**src/rtl/pattern_matcher_pkg.sv**
```systemverilog
// Shared definitions for the multi-pattern byte-stream matcher.
// Mode and FSM encodings, saturation limits and the lane length clamp.
package pattern_matcher_pkg;

    localparam logic MODE_ANY = 1'b0;
    localparam logic MODE_SEQ = 1'b1;

    typedef enum logic [1:0] {
        ST_IDLE  = 2'd0,
        ST_ARMED = 2'd1,
        ST_DONE  = 2'd2
    } state_e;

    localparam logic [7:0]  BYTES_SAT = 8'hFF;
    localparam logic [15:0] CNT_SAT   = 16'hFFFF;

    function automatic logic [7:0] clamp_len(
        input logic [7:0] len,
        input logic [7:0] max_len
    );
        return (len > max_len) ? max_len : len;
    endfunction

endpackage

```
**src/rtl/pattern_lane_cmp.sv**
```systemverilog
// One masked pattern lane: compares the byte window against a pattern.
// Bytes at or beyond the lane length never take part in the compare.
module pattern_lane_cmp
    import pattern_matcher_pkg::*;
#(
    parameter int pPATTERN_BYTES = 8
) (
    input  logic [pPATTERN_BYTES*8-1:0] window,
    input  logic [pPATTERN_BYTES*8-1:0] pattern,
    input  logic [pPATTERN_BYTES*8-1:0] mask,
    input  logic [7:0]                  len,
    output logic                        match
);

    localparam logic [7:0] B8 = 8'(pPATTERN_BYTES);

    logic [7:0] eff;
    logic       ok;

    always_comb begin
        eff = clamp_len(len, B8);
        ok  = 1'b1;
        for (int i = 0; i < pPATTERN_BYTES; i++) begin
            if (8'(i) < eff) begin
                if (((window[i*8 +: 8] ^ pattern[i*8 +: 8])
                     & mask[i*8 +: 8]) != 8'h00) begin
                    ok = 1'b0;
                end
            end
        end
        match = (eff != 8'd0) && ok;
    end

endmodule

```
**src/rtl/pattern_matcher_multi.sv**
```systemverilog
// Multi-lane pattern matcher with ANY / SEQUENCE modes, holdoff and
// self-disarm after a programmed trigger count.
module pattern_matcher_multi
    import pattern_matcher_pkg::*;
#(
    parameter int pNUM_PATTERNS  = 4,
    parameter int pPATTERN_BYTES = 8,
    parameter int pID_WIDTH      = 3
) (
    input  logic                                      fe_clk,
    input  logic                                      reset_i,
    input  logic                                      I_arm,
    input  logic                                      I_mode,
    input  logic [pNUM_PATTERNS*pPATTERN_BYTES*8-1:0] I_pattern,
    input  logic [pNUM_PATTERNS*pPATTERN_BYTES*8-1:0] I_mask,
    input  logic [pNUM_PATTERNS*8-1:0]                I_pattern_bytes,
    input  logic [15:0]                               I_num_triggers,
    input  logic [15:0]                               I_holdoff,
    input  logic [15:0]                               I_seq_timeout,
    input  logic [7:0]                                I_fe_data,
    input  logic                                      I_fe_data_valid,
    output logic                                      O_match_trigger,
    output logic [pID_WIDTH-1:0]                      O_match_id,
    output logic [15:0]                               O_num_triggers,
    output logic                                      O_armed,
    output logic                                      O_disarm_pulse
);

    localparam int N  = pNUM_PATTERNS;
    localparam int B  = pPATTERN_BYTES;
    localparam int ML = 1 << pID_WIDTH;
    localparam logic [7:0] B8 = 8'(B);

    state_e                 state;
    logic                   arm_q;
    logic                   mode_q;
    logic [7:0]             d1;
    logic                   v1;
    logic [(B-1)*8-1:0]     hist;
    logic [B*8-1:0]         window;
    logic [7:0]             rcvd;
    logic [15:0]            hold_cnt;
    logic [15:0]            tcnt;
    logic [15:0]            tcnt_nxt;
    logic [15:0]            trig_cnt;
    logic [15:0]            cnt_inc;
    logic [pID_WIDTH-1:0]   stage;
    logic [pID_WIDTH-1:0]   stage_nxt;
    logic [pID_WIDTH-1:0]   last_en;
    logic [pID_WIDTH-1:0]   next_en;
    logic [pID_WIDTH-1:0]   low_id;
    logic [pID_WIDTH-1:0]   fire_id;
    logic [pID_WIDTH-1:0]   match_id;
    logic [N-1:0]           cmp;
    logic [N-1:0]           hit;
    logic [N-1:0]           en;
    logic [ML-1:0]          hit_pad;
    logic                   fire;
    logic                   trig_q;
    logic                   dis_q;

    // The current byte is compared before it enters the history.
    assign window = {hist, d1};

    for (genvar p = 0; p < N; p++) begin : g_lane
        pattern_lane_cmp #(
            .pPATTERN_BYTES(B)
        ) u_lane (
            .window (window),
            .pattern(I_pattern[p*B*8 +: B*8]),
            .mask   (I_mask[p*B*8 +: B*8]),
            .len    (I_pattern_bytes[p*8 +: 8]),
            .match  (cmp[p])
        );
    end

    always_comb begin
        en  = '0;
        hit = '0;
        for (int p = 0; p < N; p++) begin
            en[p]  = |I_pattern_bytes[p*8 +: 8];
            hit[p] = cmp[p]
                   && ({1'b0, rcvd} + 9'd1
                       >= {1'b0, clamp_len(I_pattern_bytes[p*8 +: 8], B8)});
        end
        hit_pad        = '0;
        hit_pad[N-1:0] = hit;
    end

    always_comb begin
        low_id  = '0;
        last_en = '0;
        next_en = '0;
        for (int p = N - 1; p >= 0; p--) begin
            if (hit[p]) low_id = pID_WIDTH'(p);
            if (en[p] && pID_WIDTH'(p) > stage) next_en = pID_WIDTH'(p);
        end
        for (int p = 0; p < N; p++) begin
            if (en[p]) last_en = pID_WIDTH'(p);
        end
    end

    always_comb begin
        fire      = 1'b0;
        fire_id   = '0;
        stage_nxt = stage;
        tcnt_nxt  = tcnt;
        if (mode_q == MODE_ANY) begin
            if (|hit) begin
                fire    = 1'b1;
                fire_id = low_id;
            end
        end else if (hit_pad[stage]) begin
            tcnt_nxt = '0;
            if (stage == last_en) begin
                fire      = 1'b1;
                fire_id   = stage;
                stage_nxt = '0;
            end else begin
                stage_nxt = next_en;
            end
        end else begin
            tcnt_nxt = (tcnt == CNT_SAT) ? tcnt : tcnt + 16'd1;
            if (I_seq_timeout != 16'd0 && tcnt_nxt >= I_seq_timeout) begin
                stage_nxt = '0;
                tcnt_nxt  = '0;
            end
        end
    end

    assign cnt_inc = (trig_cnt == CNT_SAT) ? trig_cnt : trig_cnt + 16'd1;

    always_ff @(posedge fe_clk) begin
        if (reset_i) begin
            state    <= ST_IDLE;
            arm_q    <= 1'b0;
            mode_q   <= MODE_ANY;
            d1       <= '0;
            v1       <= 1'b0;
            hist     <= '0;
            rcvd     <= '0;
            hold_cnt <= '0;
            tcnt     <= '0;
            trig_cnt <= '0;
            stage    <= '0;
            match_id <= '0;
            trig_q   <= 1'b0;
            dis_q    <= 1'b0;
        end else begin
            arm_q  <= I_arm;
            d1     <= I_fe_data;
            v1     <= I_fe_data_valid;
            trig_q <= 1'b0;
            dis_q  <= 1'b0;
            unique case (state)
                ST_IDLE: begin
                    if (I_arm && !arm_q) begin
                        state    <= ST_ARMED;
                        mode_q   <= I_mode;
                        hist     <= '0;
                        rcvd     <= '0;
                        hold_cnt <= '0;
                        tcnt     <= '0;
                        stage    <= '0;
                        trig_cnt <= '0;
                    end
                end
                ST_ARMED: begin
                    if (!I_arm) begin
                        state <= ST_IDLE;
                    end else if (v1) begin
                        hist <= window[(B-1)*8-1:0];
                        if (rcvd != BYTES_SAT) rcvd <= rcvd + 8'd1;
                        if (hold_cnt != 16'd0) begin
                            hold_cnt <= hold_cnt - 16'd1;
                        end else begin
                            stage <= stage_nxt;
                            tcnt  <= tcnt_nxt;
                            if (fire) begin
                                trig_q   <= 1'b1;
                                match_id <= fire_id;
                                trig_cnt <= cnt_inc;
                                hold_cnt <= I_holdoff;
                                if (I_num_triggers != 16'd0
                                    && cnt_inc == I_num_triggers) begin
                                    state <= ST_DONE;
                                    dis_q <= 1'b1;
                                end
                            end
                        end
                    end
                end
                ST_DONE: begin
                    if (!I_arm) state <= ST_IDLE;
                end
                default: state <= ST_IDLE;
            endcase
        end
    end

    assign O_match_trigger = trig_q;
    assign O_match_id      = match_id;
    assign O_num_triggers  = trig_cnt;
    assign O_armed         = (state == ST_ARMED);
    assign O_disarm_pulse  = dis_q;

endmodule

```
**config.mk**
```make
export PLATFORM = sky130hd
export DESIGN_NAME = pattern_matcher_multi
export DESIGN_NICKNAME = d
export VERILOG_FILES = /design/src/rtl/pattern_matcher_pkg.sv /design/src/rtl/pattern_lane_cmp.sv /design/src/rtl/pattern_matcher_multi.sv
export SDC_FILE = /design/constraint.sdc
export NUM_CORES = 1
export LEC_CHECK = 0
export BUFFER_PORTS_ARGS = -buffer_cell sky130_fd_sc_hd__buf_4
export CAP_MARGIN = 10
export CORE_AREA = 2 2 242 244
export DETAILED_ROUTE_END_ITERATION = 8
export DIE_AREA = 0 0 244 246
export GPL_TIMING_DRIVEN = 0
export SLEW_MARGIN = 0
export SYNTH_ARGS = -nofsm -noshare
export SYNTH_HDL_FRONTEND = slang
export SYNTH_HIERARCHICAL = 1
export SYNTH_SLANG_ARGS = --single-unit
```
**constraint.sdc**
```tcl
create_clock -name fe_clk -period 6.2 [get_ports fe_clk]
set_input_delay 0.31 -clock fe_clk [delete_from_list [all_inputs] [get_ports fe_clk]]
set_output_delay 0.31 -clock fe_clk [all_outputs]
set_load 0.01 [all_outputs]
```
## After elaboration in Yosys (flattened, before gate mapping)

Index checks and enable logic that the tools add are counted.

- Register bits: 133
- Output and inout bits: 22

- Add/sub/neg operators: 5
- Order comparisons: 46
- Equality and inequality tests: 21
- Multiplexer cells: 137
- Bitwise gates (word level): 69
- Reductions and logical operators: 73

Operators by type and width:

| cell | count |
|---|---|
| $reduce_bool 8->1 | 36 |
| $mux 16 | 17 |
| $and 8x8->8 | 32 |
| $xor 8x8->8 | 32 |
| $mux 56 | 3 |
| $lt 3x8->1 const A | 16 |
| $pmux 56 s2 | 1 |
| $pmux 16 s2 | 3 |
| $mux 1 | 72 |
| $lt 1x8->1 const A | 8 |
| $lt 2x8->1 const A | 8 |
| $mux 8 | 8 |
| $mux 3 | 20 |
| $reduce_bool 16->1 | 3 |
| $ge 9x8->1 | 4 |
| $add 16x1->16 const B | 2 |
| $eq 16x16->1 const B | 2 |
| $gt 8x4->1 const B | 4 |
| $reduce_or 8->1 | 4 |
| $mux 2 | 9 |
| $reduce_and 6->1 | 3 |
| $eq 16x16->1 | 1 |
| $ge 16x16->1 | 1 |
| $pmux 8 s2 | 1 |
| 30 further kinds | 61 |

## Logic depth before layout (Yosys ltp)

- Depth after elaboration: 30
- Gate-level depth with buffers: 18
- Mapped depth without buffers: 17

## Hierarchy

Netlist, hierarchy kept.

Modules (own cells, without submodules):

| module | times used | cells an instance | area an instance (um^2) | sequential area each (um^2) |
|---|---|---|---|---|
| pattern_matcher_multi | 1 | 1015 | 7938.9 | 2622.5 |
| pattern_lane_cmp | 4 | 121 | 945.9 | 0.0 |

## Least setup slack after synthesis

Ideal clock, no wire load.

- Path type: reg2reg
- Start: reg rcvd[0]
- End: reg trig_cnt[15] (netlist: O_num_triggers[15])
- Library setup time: 0.119 ns
- Data arrival time: 3.651 ns
- Data required time: 6.081 ns
- Slack: 2.430 ns
- Cell stages (with the launch flop): 16
- Path buffers: 0
- Period minus slack after synthesis: 3.770 ns
- Cells stage by stage: dfxtp_1 ha_1 nand2_1 nor2_1 nand2_1 xnor2_1 ha_1 and3_1 nor2b_1 o31a_1 or2_2 nor4_1 o22ai_4 a31oi_1 a21oi_1 o221a_2

- Cells in the longest elaborated chain, start to end: 9
- Elaborated cells on any way between the ends: 17

RTL lines:

| item | RTL line | text |
|---|---|---|
| start, declared | pattern_matcher_multi.sv:41 | `logic [7:0] rcvd;` |
| start signal, assigned | pattern_matcher_multi.sv:173 | `if (rcvd != BYTES_SAT) rcvd <= rcvd + 8'd1;` |
| $add 8x1->9 * | pattern_matcher_multi.sv:83 | `&& ({1'b0, rcvd} + 9'd1` |
| $ge 9x8->1 | pattern_matcher_multi.sv:84 | `>= {1'b0, clamp_len(I_pattern_bytes[p*8 +: 8], B8)});` |
| $logic_and 1x1->1 | pattern_matcher_multi.sv:83 |  |
| $bmux 1 s3 | pattern_matcher_multi.sv:113 | `end else if (hit_pad[stage]) begin` |
| $mux 1 (not written as such) | pattern_matcher_multi.sv:113 |  |
| $mux 1 | pattern_matcher_multi.sv:113 |  |
| $mux 1 * | pattern_matcher_multi.sv:108 | `if (mode_q == MODE_ANY) begin` |
| $ne 2x1->1 (no source line) * | - |  |
| $reduce_and 6->1 (no source line) * | - |  |
| end signal, assigned | pattern_matcher_multi.sv:182 | `trig_cnt <= cnt_inc;` |
| end, declared | pattern_matcher_multi.sv:45 | `logic [15:0] trig_cnt;` |

Mark *: on every way between the ends. The rest lies on a longest branch, timed or not. The select of a mux whose other input is x is not followed.
A chain may end at the register's enable or synchronous reset.

## Worst setup path after layout

Same ends and word-level chain as after synthesis.

==> impl_metrics.json <==
{
  "start_util": 0.2043,
  "viasPerCell": 4.775,
  "seq_area_frac_synth": 0.2237,
  "holdPathEnd": "d1[3]$_SDFF_PP0_",
  "required_ns": 6.54,
  "drv_cap": 0,
  "power_density_nw_per_um2": 153.6,
  "synth_top_area_frac": 0.2237,
  "min_from": "I_fe_data[3]",
  "io_pins": 627,
  "drt_iter0_drc": 1025,
  "postSynthCellCount": 1499,
  "grt_pass1_wl_um": 94240,
  "relSlewSlack": 0.3098,
  "place_ws_ns": 1.446,
  "synth_top_cell_by_area": "dfxtp_1",
  "drt-pass1-iter-count": 5,
  "layout-drive-gt1-share": 0.3197,
  "grt_max_degree": 17,
  "period_minus_slack_ns": 4.788,
  "crit_family": "compound AO/OA/AOI/OAI gates",
  "ff2ff_path_depth": 14,
  "cts_setup_buffers": 0,
  "switching_share": 0.3134,
  "grt-ovfl-total": 0,
  "die_h_um": 246,
  "grt_pass1_vias": 13630,
  "yosys_warnings": 6,
  "ctsRootBufferMaster": "clkbuf_16",
  "endpoint_kind": "flop",
  "reg2reg_to": "O_num_triggers[15]$_SDFFE_PP0P_",
  "pwr-share-seq": 0.312,
  "ff2ff_setup_slack_ns": 1.41,
  "power_frac_clock": 0.395,
  "critPathBufInv": 0,
  "synth_edf_count": 0,
  "crit_top_cell": "nand3_1",
  "rsz0062_at_grt": "false",
  "io_buffer_count": 625,
  "synthTopCellsByArea": "dfxtp_1 22%, xor2_1 21%, a22oi_1 7.7%",
  "nFillCells": 6231,
  "slowest_stage": "a2111oi_0",
  "cts_buffers": 17,
  "syn_avg_cell_area_sq_um": 7.820,
  "crit_chain": "nand3_1, nor2_1, nand3_1, xnor2_1, ha_1, nand3_1, nor2_1, a2111oi_0, nor2b_1, nor4_1, o22ai_4, a31oi_1, a21oi_1, o221a_2",
  "drt_wl_total_um": 68150,
  "gr-usage-all-layers": 0.2174,
  "power_switching_mw": 0.8719,
  "finalClockSkew_ns": 0.01770,
  "setup_ws_ns": 1.412,
  "cts_tree": "yes",
  "die_area_sq_um": 60020,
  "ys_types": 72,
  "die_w_um": 244,
  "clk_pin_slew_ns": 0.08,
  "wire_per_inst_um": 23.03,
  "arrival_ns": 5.12,
  "hold_violations": 0,
  "rr_startpoint": "rcvd[0]$_SDFFE_PP0P_",
  "async_reset_ff_frac": 0,
  "cts_max_path_buffers": 2,
  "dp_hpwl_um": 58140,
  "via_count": 14130,
  "cp_max_fo": 8,
  "core-area_sq_um": 57370,
  "drv_slew": 0,
  "hold_ws_ns": 0.06727,
  "synthFlopType": "dfxtp_1",
  "syn2layout_area_growth_pct": 54.46,
  "fin_tns_setup_ns": 0,
  "seq_area_sq_um": 2623,
  "max_freq_ghz": 0.2089,
  "p_int_mw": 1.910,
  "pwr-share-comb": 0.293,
  "ant_nets": 0,
  "crit_path_start_kind": "flop",
  "tightest_slew_ns": 1.026,
  "power_leakage_nw": 8.153,
  "min_delay_path_depth": 2,
  "rows": 88,
  "drcViolationCount": 0,
  "multi_input_area_sq_um": 8817,
  "htreeDepth": 4,
  "cts_sinks": 131,
  "synth.ff_latch_count": 131,
  "period_share": 0.7723,
  "antenna_found_initial": 32,
  "status": "complete, no violations",
  "cts.repair.resized": 0,
  "ir_drop_mv": 0.1564,
  "min_path_type": "input pin to flop",
  "path_class": "flop to flop",
  "ctsHoldBuffers": 0,
  "cpPeakStageDelay_ns": 0.58,
  "place.gp.congestion": 0.9799,
  "syn_area_sq_um": 11720,
  "final_nets": 2816,
  "insertion_delay_ns": 0.45,
  "final-setup-viol-count": 0
}
## sequential cells by signal, summed over array words and instances (netlist names), 2 cells and up
| name | cells |
|---|---|
| rcvd | 8 |
| stage | 2 |
| hold_cnt | 16 |
| O_match_id | 2 |
| hist | 56 |
| state | 2 |
| d1 | 8 |
| O_num_triggers | 16 |
| tcnt | 16 |
## kinds of logic after synthesis
group	Yosys count	share of synthesized area
buffers and inverters	88	0.02946
XOR/XNOR	306	0.2286
multiplexers	7	0.006404
AO/OA/AOI/OAI	404	0.2390
AND/OR/NAND/NOR	508	0.2156
other	2	0.0006406
adder cells (fa/ha/maj)	53	0.05657
flip-flops	131	0.2237
## routing by layer
layer	vias to the layer above	part of all wire	GRT usage	wire [um]
met1	6652	0.40	0.2557	27080
met3	100	0.054	0.03617	3652
met2	528	0.51	0.3842	34560
met5	-	0	0	0
li1	6853	-	-	-
met4	0	0.042	0.1017	2861
## worst max path at each step
stage | from | endpoint | slack (ns) | depth (start not counted)
final | rcvd[0]$_SDFFE_PP0P_ | O_num_triggers[15]$_SDFFE_PP0P_ | 1.41 | 14
after global placement | rcvd[0]$_SDFFE_PP0P_ | O_num_triggers[15]$_SDFFE_PP0P_ | 1.48 | 14
after global routing | rcvd[0]$_SDFFE_PP0P_ | O_num_triggers[15]$_SDFFE_PP0P_ | 0.90 | 14
after detailed placement | rcvd[0]$_SDFFE_PP0P_ | O_num_triggers[15]$_SDFFE_PP0P_ | 1.45 | 14
after floorplan | rcvd[0]$_SDFFE_PP0P_ | O_num_triggers[15]$_SDFFE_PP0P_ | 2.43 | 15
after CTS | rcvd[0]$_SDFFE_PP0P_ | O_num_triggers[15]$_SDFFE_PP0P_ | 1.44 | 14
## cells in the mapped netlist, types with 3 or more instances
| master | count |
|---|---|
| xor2_1 | 276 |
| nand2_1 | 133 |
| dfxtp_1 | 131 |
| a22oi_1 | 121 |
| a21oi_1 | 120 |
| nand3_1 | 111 |
| nor2_1 | 84 |
| ha_1 | 53 |
| nand4_1 | 47 |
| clkbuf_1 | 45 |
| o21ai_0 | 34 |
| inv_1 | 33 |
| xnor2_1 | 30 |
| nor3_1 | 27 |
| nor2b_1 | 23 |
| nor4_1 | 19 |
| a31oi_1 | 12 |
| a21o_1 | 11 |
| and2_1 | 11 |
| a2111oi_2 | 10 |
| nand2b_1 | 10 |
| a31o_1 | 9 |
| and3_1 | 9 |
| o211ai_1 | 8 |
| o22ai_1 | 8 |
| o21a_1 | 7 |
| or4_1 | 7 |
| a221oi_1 | 6 |
| o21bai_1 | 6 |
| o31ai_1 | 6 |
| a31o_2 | 5 |
| and4_1 | 5 |
| buf_1 | 5 |
| nand3b_1 | 5 |
| o41ai_1 | 5 |
| or3_1 | 5 |
| a211oi_2 | 4 |
| a22o_1 | 4 |
| mux2_2 | 4 |
| nand4b_1 | 4 |
| buf_2 | 3 |
| mux2i_1 | 3 |
## metrics by stage
step	power, mW	std cells	utilization	instance area, sq um
finish	2.782	2960	0.3156	18110
global route	2.922	2958	0.3155	18100
CTS	2.827	2936	0.3145	18040
detailed placement	1.702	2904	0.3038	17430
global placement	1.698	2904	0.3038	17430
floorplan	1.217	1514	-	11780
## power by group through the flow
stage / combinational [mW] / sequential (mW) / clock [mW]
global placement: 0.811 / 0.887 / 0
finish: 0.815 / 0.869 / 1.10
detailed placement: 0.815 / 0.887 / 0
global route: 0.886 / 0.870 / 1.17
CTS: 0.818 / 0.868 / 1.14
floorplan: 0.336 / 0.881 / 0
## area by class of cell
type                       count  area share
multi-input combinational   1295      0.4870
clock inverter                12    0.008569
timing repair buffer         625      0.2591
buffer                        55     0.01223
antenna                       24    0.003317
tap                          765     0.05286
sequential                   131      0.1448
clock buffer                  20     0.02522
inverter                      33    0.006841
## cell usage in the layout (no fill, tap or decap), drive strengths merged, types with 10 or more instances in the layout
master and count:
buf 635, xor2 276, nand2 133, dfxtp 131, a22oi 121, a21oi 120
nand3 112, nor2 84, clkbuf 65, ha 53, nand4 47, o21ai 36
inv 34, xnor2 30, nor3 27, diode 24, nor2b 23, nor4 19
conb 17, a31o 14, a31oi 12, a2111oi 12, and2 11, a21o 11
nand2b 10
(Power assumes the default switching activity.)
